==> src/rtl/decode_stage.sv <==
// Instruction-decode stage: IF/ID register, field decode, register-file addressing,
// WB-to-ID bypass, load-use stall detection and the ID/EX pipeline register.
module decode_stage #(
    parameter int unsigned DATA_WIDTH     = 32,
    parameter int unsigned REG_ADDR_WIDTH = 5
) (
    input  logic                      Clk,
    input  logic                      Reset,
    input  logic [DATA_WIDTH-1:0]     IF_Instruction,
    input  logic                      IF_Valid,
    output logic                      ID_Stall,
    input  logic                      Flush,
    output logic [REG_ADDR_WIDTH-1:0] Read_Register_1,
    output logic [REG_ADDR_WIDTH-1:0] Read_Register_2,
    input  logic [DATA_WIDTH-1:0]     Read_Data_1,
    input  logic [DATA_WIDTH-1:0]     Read_Data_2,
    input  logic [REG_ADDR_WIDTH-1:0] WB_Write_Register,
    input  logic [DATA_WIDTH-1:0]     WB_Write_Data,
    input  logic                      WB_Reg_Write,
    output logic                      EX_Valid,
    output logic [DATA_WIDTH-1:0]     EX_Read_Data_1,
    output logic [DATA_WIDTH-1:0]     EX_Read_Data_2,
    output logic [DATA_WIDTH-1:0]     EX_Immediate,
    output logic [REG_ADDR_WIDTH-1:0] EX_Write_Register,
    output logic [5:0]                EX_Funct,
    output logic [1:0]                EX_ALU_Op,
    output logic                      EX_Sig_Reg_Write,
    output logic                      EX_Sig_Mem_Read,
    output logic                      EX_Sig_Mem_Write,
    output logic                      EX_Sig_ALU_Src,
    output logic                      EX_Sig_Branch,
    output logic                      EX_Illegal
);

    localparam int unsigned IMM_WIDTH = 16;

    localparam logic [5:0] OP_RTYPE = 6'b000000;
    localparam logic [5:0] OP_ADDI  = 6'b001000;
    localparam logic [5:0] OP_LW    = 6'b100011;
    localparam logic [5:0] OP_SW    = 6'b101011;
    localparam logic [5:0] OP_BEQ   = 6'b000100;

    localparam logic [1:0] ALU_ADD   = 2'b00;
    localparam logic [1:0] ALU_SUB   = 2'b01;
    localparam logic [1:0] ALU_FUNCT = 2'b10;

    typedef struct packed {
        logic                      valid;
        logic [DATA_WIDTH-1:0]     rd1;
        logic [DATA_WIDTH-1:0]     rd2;
        logic [DATA_WIDTH-1:0]     imm;
        logic [REG_ADDR_WIDTH-1:0] wr;
        logic [5:0]                funct;
        logic [1:0]                alu_op;
        logic                      reg_write;
        logic                      mem_read;
        logic                      mem_write;
        logic                      alu_src;
        logic                      branch;
        logic                      illegal;
    } idex_t;

    logic [DATA_WIDTH-1:0]     ifid_instr;
    logic                      ifid_valid;
    idex_t                     idex_q;
    idex_t                     idex_d;

    logic [5:0]                opcode;
    logic [REG_ADDR_WIDTH-1:0] rs;
    logic [REG_ADDR_WIDTH-1:0] rt;
    logic [REG_ADDR_WIDTH-1:0] rd;
    logic                      uses_rt;
    logic                      hazard;

    assign opcode = ifid_instr[31:26];
    assign rs     = ifid_instr[25:21];
    assign rt     = ifid_instr[20:16];
    assign rd     = ifid_instr[15:11];

    assign Read_Register_1 = rs;
    assign Read_Register_2 = rt;

    // Load-use hazard: the load in EX writes a register this instruction reads.
    assign uses_rt = (opcode == OP_RTYPE) || (opcode == OP_SW) || (opcode == OP_BEQ);
    assign hazard  = idex_q.valid && idex_q.mem_read && (idex_q.wr != '0) && ifid_valid &&
                     ((idex_q.wr == rs) || (uses_rt && (idex_q.wr == rt)));
    assign ID_Stall = hazard && !Flush;

    // Decode of the IF/ID instruction, with operand bypass from writeback.
    always_comb begin
        idex_d = '0;
        if (ifid_valid && !ID_Stall && !Flush) begin
            idex_d.valid = 1'b1;
            idex_d.imm   = {{(DATA_WIDTH-IMM_WIDTH){ifid_instr[15]}}, ifid_instr[15:0]};
            idex_d.funct = ifid_instr[5:0];
            idex_d.wr    = (opcode == OP_RTYPE) ? rd : rt;

            if (rs == '0)
                idex_d.rd1 = '0;
            else if (WB_Reg_Write && (WB_Write_Register == rs))
                idex_d.rd1 = WB_Write_Data;
            else
                idex_d.rd1 = Read_Data_1;

            if (rt == '0)
                idex_d.rd2 = '0;
            else if (WB_Reg_Write && (WB_Write_Register == rt))
                idex_d.rd2 = WB_Write_Data;
            else
                idex_d.rd2 = Read_Data_2;

            case (opcode)
                OP_RTYPE: begin
                    idex_d.reg_write = 1'b1;
                    idex_d.alu_op    = ALU_FUNCT;
                end
                OP_ADDI: begin
                    idex_d.reg_write = 1'b1;
                    idex_d.alu_src   = 1'b1;
                    idex_d.alu_op    = ALU_ADD;
                end
                OP_LW: begin
                    idex_d.reg_write = 1'b1;
                    idex_d.mem_read  = 1'b1;
                    idex_d.alu_src   = 1'b1;
                    idex_d.alu_op    = ALU_ADD;
                end
                OP_SW: begin
                    idex_d.mem_write = 1'b1;
                    idex_d.alu_src   = 1'b1;
                    idex_d.alu_op    = ALU_ADD;
                end
                OP_BEQ: begin
                    idex_d.branch = 1'b1;
                    idex_d.alu_op = ALU_SUB;
                end
                default: idex_d.illegal = 1'b1;
            endcase

            // Writes to R0 are architecturally discarded.
            if (idex_d.wr == '0)
                idex_d.reg_write = 1'b0;
        end
    end

    // IF/ID register: holds on stall, emptied by flush.
    always_ff @(posedge Clk) begin
        if (Reset) begin
            ifid_instr <= '0;
            ifid_valid <= 1'b0;
        end else if (Flush) begin
            ifid_instr <= '0;
            ifid_valid <= 1'b0;
        end else if (!ID_Stall) begin
            ifid_instr <= IF_Instruction;
            ifid_valid <= IF_Valid;
        end
    end

    // ID/EX register: bubbles are produced by the decode path.
    always_ff @(posedge Clk) begin
        if (Reset)
            idex_q <= '0;
        else
            idex_q <= idex_d;
    end

    assign EX_Valid          = idex_q.valid;
    assign EX_Read_Data_1    = idex_q.rd1;
    assign EX_Read_Data_2    = idex_q.rd2;
    assign EX_Immediate      = idex_q.imm;
    assign EX_Write_Register = idex_q.wr;
    assign EX_Funct          = idex_q.funct;
    assign EX_ALU_Op         = idex_q.alu_op;
    assign EX_Sig_Reg_Write  = idex_q.reg_write;
    assign EX_Sig_Mem_Read   = idex_q.mem_read;
    assign EX_Sig_Mem_Write  = idex_q.mem_write;
    assign EX_Sig_ALU_Src    = idex_q.alu_src;
    assign EX_Sig_Branch     = idex_q.branch;
    assign EX_Illegal        = idex_q.illegal;

endmodule
==> config.mk <==
export PLATFORM = sky130hd
export DESIGN_NAME = decode_stage
export DESIGN_NICKNAME = d
export VERILOG_FILES = /design/src/rtl/decode_stage.sv
export SDC_FILE = /design/constraint.sdc
export NUM_CORES = 1
export LEC_CHECK = 0
export ABC_CLOCK_PERIOD_IN_PS = 4400
export BUFFER_PORTS_ARGS = -buffer_cell sky130_fd_sc_hd__buf_2
export CORE_AREA = 2 2 123 89
export CTS_BUF_LIST = sky130_fd_sc_hd__clkbuf_4 sky130_fd_sc_hd__clkbuf_8
export DETAILED_ROUTE_END_ITERATION = 6
export DIE_AREA = 0 0 125 91
export GPL_TIMING_DRIVEN = 0
export PLACE_DENSITY = 0.86
export SYNTH_ARGS = -nofsm -noshare
export SYNTH_HDL_FRONTEND = slang
export SYNTH_SLANG_ARGS = --single-unit
==> constraint.sdc <==
create_clock -name Clk -period 4.4 [get_ports Clk]
set_clock_uncertainty 0.15 [all_clocks]
set_input_delay 0.88 -clock Clk [delete_from_list [all_inputs] [get_ports Clk]]
set_output_delay 0.88 -clock Clk [all_outputs]
set_load 0.1 [all_outputs]
==> results of run 1 <==
[cell families after synthesis]
group | Yosys count | share of synthesized area
buffers and inverters | 67 | 0.0799
AO/OA/AOI/OAI | 77 | 0.0820
AND/OR/NAND/NOR | 170 | 0.165
XOR/XNOR | 20 | 0.0351
multiplexers | 64 | 0.128
flip-flops | 127 | 0.509
[worst max path at each step]
stage | from | end | slack, ns | cells past startpoint
4_1_cts | ifid_instr[18]$_SDFFE_PP0N_ | ID_Stall | 0.93 | 6
3_5_place_dp | ifid_instr[18]$_SDFFE_PP0N_ | ID_Stall | 1.38 | 6
5_1_grt | ifid_instr[18]$_SDFFE_PP0N_ | ID_Stall | 0.82 | 6
2_1_floorplan | EX_Write_Register[2]$_SDFF_PP0_ | ID_Stall | 0.27 | 5
3_3_place_gp | WB_Write_Register[1] | EX_Read_Data_1[0]$_SDFF_PP0_ | 1.40 | 8
6_report | ifid_instr[18]$_SDFFE_PP0N_ | ID_Stall | 0.93 | 6
[layout make-up]
class,instances,area share
Multi-Input combinational cell,331,0.298
Buffer,65,0.0569
Tap cell,132,0.0240
Timing Repair Buffer,264,0.192
Clock inverter,14,0.0231
Clock buffer,18,0.0351
Inverter,2,0.00109
Sequential cell,127,0.370
[power by group]
| group | total [µW] | internal, µW | leakage [µW] | switching, µW |
|---|---|---|---|---|
| Combinational | 249 | 95.2 | 0.00219 | 154 |
| Sequential | 1180 | 1170 | 0.00103 | 16.4 |
| Clock | 1010 | 519 | 0.000192 | 488 |
[layout by cell type, fill, tap and decap left out, drive strengths merged, types with 6 or more instances in the layout]
cell type and instances:
dfxtp 127, o21ai 31, nand3 41, inv 6
and3 6, nor2 79, a21oi 39, buf 312
xor2 16, clkbuf 35, nand2 9, and2 16
mux2i 64
[sequential cells by signal (all words and copies together), names as in the netlist]
name               flops
ifid_instr            32
EX_Sig_Reg_Write       1
EX_Write_Register      5
EX_ALU_Op              2
EX_Sig_Branch          1
EX_Read_Data_1        32
EX_Illegal             1
EX_Immediate          16
EX_Sig_Mem_Write       1
EX_Read_Data_2        32
EX_Valid               1
ifid_valid             1
EX_Sig_Mem_Read        1
EX_Sig_ALU_Src         1
[worst max-delay path, delay by kind of cell (launching register included)]
| kind | cells | cell delay [ns] |
|---|---|---|
| AOI/OAI and AO/OA | 1 | 0.39 |
| xor gates and xnor gates | 1 | 0.12 |
| buffers and inverters | 1 | 0.42 |
| DFF | 1 | 0.50 |
| and+or+nand+nor | 3 | 0.59 |
[routing by layer]
layer	GRT usage	part of all wire
met1	0.361	0.44
met2	0.417	0.47
met3	0.0660	0.073
met4	0.0787	0.013
met5	0	0
[through the flow]
step,hold WS [ns],cells,setup slack [ns]
floorplan,0.273,525,0.273
global placement,0.278,921,1.40
detailed placement,0.283,921,1.38
CTS,0.299,953,0.927
global route,0.318,953,0.822
finish,0.298,953,0.926
==> flow_summary.toml, run 1 <==
[status]
status = "completed"

[power]
power_density_nw_per_um2 = 354
power_uw = 2440
power.leakage_uw = 0.00341
vdd_drop_max_mv = 0.219

[detailed_routing]
drtIter0Drc = 332
post_drt_wl_per_cell_um = 16.0
drc = 0
dr.pass1.iters = 5
postRouteAntennaNets = 0
vias_per_cell = 5.02
wl_um = 15300
dr_total_vias = 4783

[setup_path]
start_kind = "flop"
max_stage_delay_ns = 0.50
r2r_start = "ifid_instr[18]$_SDFFE_PP0N_"
end_kind = "primary output"
worstPathArrival_ns = 2.44
worstPathRequired_ns = 3.37
ff2ff_setup_slack_ns = 1.83
path_cells = "xor2_1 -> nor4_1 -> o2111a_1 -> nor2_1 -> nor2_1 -> buf_2"
r2r_cells = 6
crit_top_cell = "nor2_1"
critPathMaxFanout = 6
cp_slowest_cell = "dfxtp_1"
r2r_end = "EX_Read_Data_1[13]$_SDFF_PP0_"
crit_type = "flop to primary output"

[clocking]
clock_sink_count = 127
cts_buffers = 17
clkLatencyLatePin_ns = 0.42
cts-root-buf = "clkbuf_8"
cts_setup_buffers = 0
clkTransAtPathRegs_ns = 0.08
cts_tree = "yes"
ctsHoldBuffers = 0
htree_levels = 4
cts.path.max_buffers = 2
postCtsResizedCells = 0

[grt]
antenna_found_initial = 0
grt_pass1_vias = 4571
overflow = 0
grt_pass1_wl_um = 23700
grt.total_usage = 0.265
grt_start_max_net_pins = 18

[die]
fp.dieH_um = 91
start_util = 0.491
pin_count = 265
core-area_um2 = 10200
die_w_um = 125
rows = 31
dieArea_um2 = 11400

[logic_synthesis]
synth_warnings = 0
yosysTopAreaCellShare = 0.509
yosysMostFrequentCell = "dfxtp_1"
synthCells = 525
ys_ff_latch = 127
ys_types = 38
synth-seq-area-share = 0.509
syn-cell-area_um2 = 4990
synth_nets = 663
synth-edff-count = 0
synth.avg_cell_area_um2 = 9.51
synth_top_area_cell = "dfxtp_1"
synth_flop_cell = "dfxtp_1"
async_flop_share = 0
ys_top_cells_by_count = "dfxtp_1, nor2_1, mux2i_1, nand3_1, a21oi_1"
yosys-top-cells-area = "dfxtp_1, mux2i_1, nor2_1"

[placement]
gp_congestion = 0.902
placed_area_um2 = 6480
io_buffers = 264
hpwl_um = 11700

[finish]
antenna_cells = 0
nets = 946
area.sequential_um2 = 2540
final_util = 0.677
multi_input_area_um2 = 2050
drive_gt1_frac = 0.428
area_delta_synth_final_pct = 37.8
fillers = 851
fin_area_um2 = 6880

[min_path]
hold_end = "EX_Immediate[4]$_SDFF_PP0_"
hold_path_class = "flop to flop"
worst_hold_startpoint = "ifid_instr[4]$_SDFFE_PP0N_"
hold_depth = 1

[sta]
setup-tns-final_ns = 0
timing.slew.headroom = 0.325
max_freq_ghz = 0.288
tightest_slew_ns = 1.01
fin_crit_ns = 3.47
setup_viol = 0
hold_violations = 0
period_share = 0.790
slew_viol_final = 0
rsz0062_at_grt = "no"

[job]
maxCapViolations = 0
Power figures use the tool's default switching activity.
==> inputs of run 2 (changes only) <==
==> config.mk (replaced) <==
export PLATFORM = sky130hd
export DESIGN_NAME = decode_stage
export DESIGN_NICKNAME = d
export VERILOG_FILES = /design/src/rtl/decode_stage.sv
export SDC_FILE = /design/constraint.sdc
export NUM_CORES = 1
export LEC_CHECK = 0
export ABC_CLOCK_PERIOD_IN_PS = 3300
export BUFFER_PORTS_ARGS = -buffer_cell sky130_fd_sc_hd__buf_2
export CORE_AREA = 2 2 128 93
export CTS_BUF_LIST = sky130_fd_sc_hd__clkbuf_4 sky130_fd_sc_hd__clkbuf_8
export DETAILED_ROUTE_END_ITERATION = 6
export DIE_AREA = 0 0 130 95
export GPL_TIMING_DRIVEN = 0
export PLACE_DENSITY = 0.8
export SYNTH_ARGS = -nofsm -noshare
export SYNTH_HDL_FRONTEND = slang
export SYNTH_SLANG_ARGS = --single-unit
==> constraint.sdc (replaced) <==
create_clock -name Clk -period 3.3 [get_ports Clk]
set_clock_uncertainty 0.15 [all_clocks]
set_input_delay 0.66 -clock Clk [delete_from_list [all_inputs] [get_ports Clk]]
set_output_delay 0.66 -clock Clk [all_outputs]
set_load 0.1 [all_outputs]
==> run 2 against run 1 <==
Non-clock buffer count unchanged. Critical path depth unchanged. First-iteration DRC count down 3.0%. Sequential power up 34%. Core utilization down 5.9 points.
==> flow_summary.toml, run 2 (same netlist as run 1, synthesis figures left out) <==
[power]
vdd_drop_max_mv = 0.347
power.leakage_uw = 0.00344
power_uw = 3420
power_density_nw_per_um2 = 491

[setup_path]
r2r_cells = 6
r2r_end = "EX_Read_Data_1[31]$_SDFF_PP0_"
end_kind = "primary output"
endpoint = "ID_Stall"
start_kind = "flop"
max_stage_delay_ns = 0.50
ff2ff_setup_slack_ns = 0.78
cp_slowest_cell = "dfxtp_1"
worstPathArrival_ns = 2.30
crit_type = "flop to primary output"
r2r_start = "ifid_instr[18]$_SDFFE_PP0N_"
path_cells = "xor2_1 -> nor4_1 -> o2111a_2 -> nor2_1 -> nor2_4 -> clkbuf_4"
critPathMaxFanout = 6
worstPathRequired_ns = 2.49
crit_start = "ifid_instr[18]$_SDFFE_PP0N_"

[sta]
setup_viol = 0
rsz0062_at_grt = "no"
max_freq_ghz = 0.321
setup-tns-final_ns = 0
timing.slew.headroom = 0.414
hold_violations = 0
tightest_slew_ns = 0.872
fin_crit_ns = 3.11
slew_viol_final = 0
period_share = 0.943

[grt]
antenna_found_initial = 0
grt_pass1_wl_um = 21500
grt_start_max_net_pins = 18
grt.total_usage = 0.228
overflow = 0
grt_pass1_vias = 4124

[finish]
antenna_cells = 0
fillers = 993
nets = 946
drive_gt1_frac = 0.430
final_common_cell = "buf_2"
final_cell_mix = "buf_2, dfxtp_1, nor2_1, mux2i_1, nand3_1"
area_delta_synth_final_pct = 39.6

[clocking]
cts_buffers = 17
cts-root-buf = "clkbuf_8"
postCtsResizedCells = 0
ctsHoldBuffers = 0
cts.path.max_buffers = 2
htree_levels = 4
cts_tree = "yes"
cts_setup_buffers = 0
clock_sink_count = 127
clkTransAtPathRegs_ns = 0.08
clkLatencyLatePin_ns = 0.42

[detailed_routing]
drc = 0
dr.pass1.iters = 5
dr_total_vias = 4759
wl_um = 14800
vias_per_cell = 4.87
drtIter0Drc = 322
post_drt_wl_per_cell_um = 15.1
postRouteAntennaNets = 0

[min_path]
hold_path_class = "input port to flop"
hold_depth = 2

[die]
die_w_um = 130
core-area_um2 = 11300
pin_count = 265
fp.dieH_um = 95
dieArea_um2 = 12400
start_util = 0.443
rows = 33

[status]
status = "completed"

[placement]
io_buffers = 264
hpwl_um = 11400
gp_congestion = 0.887

[job]
maxCapViolations = 0
-- run 2: final cells by class --
type	instances	area, µm²	share of cell area
Timing Repair Buffer	264	1320	0.190
Clock inverter	14	205	0.0294
Tap cell	157	196	0.0282
Inverter	2	7.51	0.00108
Sequential cell	127	2540	0.365
Multi-Input combinational cell	331	2060	0.296
Buffer	65	392	0.0562
Clock buffer	18	241	0.0347
-- run 2: stage by stage --
step | cells | setup slack (ns) | util | hold slack, ns | instance area (µm²)
2_1_floorplan | 525 | 0.149 | - | 0.273 | 5000
3_3_place_gp | 946 | 0.495 | 0.578 | 0.282 | 6520
3_5_place_dp | 946 | 0.478 | 0.578 | 0.289 | 6520
4_1_cts | 978 | 0.0290 | 0.618 | 0.274 | 6960
5_1_grt | 978 | 0.0590 | 0.618 | 0.274 | 6970
6_report | 978 | 0.187 | 0.618 | 0.298 | 6970
-- run 2: critical path, delay by kind of cell, from the launching register on --
kind	cells	cell delay, ns
compound gates	1	0.35
flops	1	0.50
buf+inv	1	0.32
simple gates	3	0.59
xor+xnor	1	0.11
-- run 2: where the power goes --
part	switching, µW	internal (µW)	total (µW)
combinational	202	127	329
sequential	21.3	1550	1580
clock	665	850	1510
-- run 2: per-layer routing --
metal,part of all wire,track usage
met3,0.076,0.0589
met1,0.46,0.326
met5,0,0
met4,0.0098,0.0672
met2,0.46,0.339
-- run 2: worst min path at each step --
stage / from / endpoint / slack (ns)
3_5_place_dp: ifid_instr[8]$_SDFFE_PP0N_ / EX_Immediate[8]$_SDFF_PP0_ / 0.29
2_1_floorplan: ifid_instr[0]$_SDFFE_PP0N_ / EX_Immediate[0]$_SDFF_PP0_ / 0.27
4_1_cts: IF_Valid / ifid_valid$_SDFFE_PP0N_ / 0.27
3_3_place_gp: ifid_instr[9]$_SDFFE_PP0N_ / EX_Immediate[9]$_SDFF_PP0_ / 0.28
6_report: IF_Valid / ifid_valid$_SDFFE_PP0N_ / 0.30
5_1_grt: IF_Valid / ifid_valid$_SDFFE_PP0N_ / 0.27
==> inputs of run 3 (changes only) <==
--- a/config.mk
+++ b/config.mk
@@ -7,10 +7,10 @@
 export LEC_CHECK = 0
 export ABC_CLOCK_PERIOD_IN_PS = 3300
 export BUFFER_PORTS_ARGS = -buffer_cell sky130_fd_sc_hd__buf_2
-export CORE_AREA = 2 2 128 93
+export CORE_AREA = 5 5 131 96
 export CTS_BUF_LIST = sky130_fd_sc_hd__clkbuf_4 sky130_fd_sc_hd__clkbuf_8
 export DETAILED_ROUTE_END_ITERATION = 6
-export DIE_AREA = 0 0 130 95
+export DIE_AREA = 0 0 136 101
 export GPL_TIMING_DRIVEN = 0
 export PLACE_DENSITY = 0.8
 export SYNTH_ARGS = -nofsm -noshare
==> run 3 against run 2 <==
Wire length up 7.9%. Flip-flop and latch count unchanged. Hold slack better by 0.0016 ns. Combinational power hardly changed. Core utilization is 0.83 points lower. First-iteration DRC count fell by 20%. Sequential share of layout area grew 0.50 points. Non-clock buffer count stayed put. Sequential power hardly changed. Clock-buffer cell count unchanged. Critical path type unchanged. Largest cell class unchanged.
==> flow_summary.toml, run 3 (same netlist as run 1, synthesis figures left out) <==
[clocking]
clkTransAtPathRegs_ns = 0.09
clock_sink_count = 127
htree_levels = 4
cts_buffers = 17
clkLatencyLatePin_ns = 0.43
cts_tree = "yes"
cts.path.max_buffers = 2
cts-root-buf = "clkbuf_8"

[sta]
fin_crit_ns = 3.16
rsz0062_at_grt = "no"
hold_violations = 0
timing.slew.headroom = 0.399
setup_viol = 0
max_freq_ghz = 0.316
period_share = 0.958
setup-tns-final_ns = 0
slew_viol_final = 0
tightest_slew_ns = 0.895

[setup_path]
crit_type = "flop to primary output"
end_kind = "primary output"
cp_slowest_cell = "or3_1"
path_cells = "or3_1 -> nor2_2 -> o2111a_1 -> nor2_1 -> nor2_4 -> clkbuf_4"
start_kind = "flop"
cp_top_family = "simple AND/OR/NAND/NOR gates"
critPathMaxFanout = 5
worstPathArrival_ns = 2.35
critical_path_buf_inv_count = 1
worstPathRequired_ns = 2.49
crit_start = "ifid_instr[31]$_SDFFE_PP0N_"
max_stage_delay_ns = 0.44
r2r_start = "ifid_instr[31]$_SDFFE_PP0N_"

[power]
power.leakage_uw = 0.00339
power_density_nw_per_um2 = 450
power_uw = 3100
vdd_drop_max_mv = 0.349

[detailed_routing]
drc = 0
dr.pass1.iters = 4
drtIter0Drc = 258
dr_total_vias = 4747
vias_per_cell = 4.85
wl_um = 15900
post_drt_wl_per_cell_um = 16.3
postRouteAntennaNets = 0

[job]
maxCapViolations = 0

[grt]
antenna_found_initial = 0
grt.total_usage = 0.222
overflow = 0
grt_start_max_net_pins = 18
grt_pass1_vias = 4550
grt_pass1_wl_um = 23600

[finish]
antenna_cells = 0
final_util = 0.610
fillers = 999
area.sequential_um2 = 2540
final_common_cell = "buf_2"
final_cell_mix = "buf_2, dfxtp_1, nor2_1, mux2i_1, nand3_1"
multi_input_area_um2 = 2060
fin_area_um2 = 6870
nets = 946
area_delta_synth_final_pct = 37.7
drive_gt1_frac = 0.430

[die]
dieArea_um2 = 13700
fp.dieH_um = 101
die_w_um = 136
start_util = 0.443
rows = 33
core-area_um2 = 11300
pin_count = 265

[placement]
placed_area_um2 = 6520
gp_congestion = 0.916
io_buffers = 264
hpwl_um = 12600

[status]
status = "completed"

[min_path]
hold_path_class = "flop to flop"
worst_hold_startpoint = "ifid_instr[0]$_SDFFE_PP0N_"
==> run 3: cell types whose count changed in the layout (fill, tap and decap cells not counted) <==
cell and delta:
inv_6 +3, clkinv_4 -2, clkinvlp_4 +4, o2111a_1 +1, bufinv_16 -4, nor4_1 -1
nor4_2 +1, inv_8 -2, o2111a_2 -1, clkinv_2 +1
==> run 3: power by group <==
part           leakage [µW]  internal (µW)  switching (µW)  total [µW]
logic               0.00219            127             204         331
registers           0.00103           1550            21.7        1580
clock network      0.000170            537             652        1190
total               0.00339           2220             877        3100
==> run 3: worst paths after layout <==
kind	end	slack (ns)	depth (start not counted)
setup / recovery	ID_Stall	0.14	6
hold / removal	EX_Immediate[0]$_SDFF_PP0_	0.30	1
setup reg to reg	EX_Read_Data_1[4]$_SDFF_PP0_	0.82	6
hold reg to reg	EX_Immediate[0]$_SDFF_PP0_	0.30	1
==> run 3: timing repair <==
action,CTS,global route
setup buffers,0,0
hold buffers,0,0
resized for setup,0,2
endpoints found under the setup margin,0,1
==> run 3: per-layer routing <==
metal | vias up | global-route usage | share of wire
met2 | 202 | 0.338 | 0.46
met1 | 2194 | 0.303 | 0.44
met3 | 23 | 0.0639 | 0.080
li1 | 2328 | - | -
met4 | 0 | 0.0759 | 0.016
met5 | - | 0 | 0
==> run 3: cell type report <==
cell class / count / share of cell area
tap: 157 / 0.0286
inverter: 2 / 0.00109
clock inverter: 14 / 0.0155
buffer: 65 / 0.0570
clock buffer: 18 / 0.0351
sequential: 127 / 0.370
timing repair buffer: 264 / 0.193
multi-input combinational: 331 / 0.300
==> run 3: metrics by stage <==
stage / instances / hold slack (ns) / setup WS, ns
2_1_floorplan: 525 / 0.273 / 0.149
3_3_place_gp: 946 / 0.279 / 0.407
3_5_place_dp: 946 / 0.283 / 0.434
4_1_cts: 978 / 0.285 / 0.0206
5_1_grt: 978 / 0.280 / 0.0369
6_report: 978 / 0.300 / 0.137
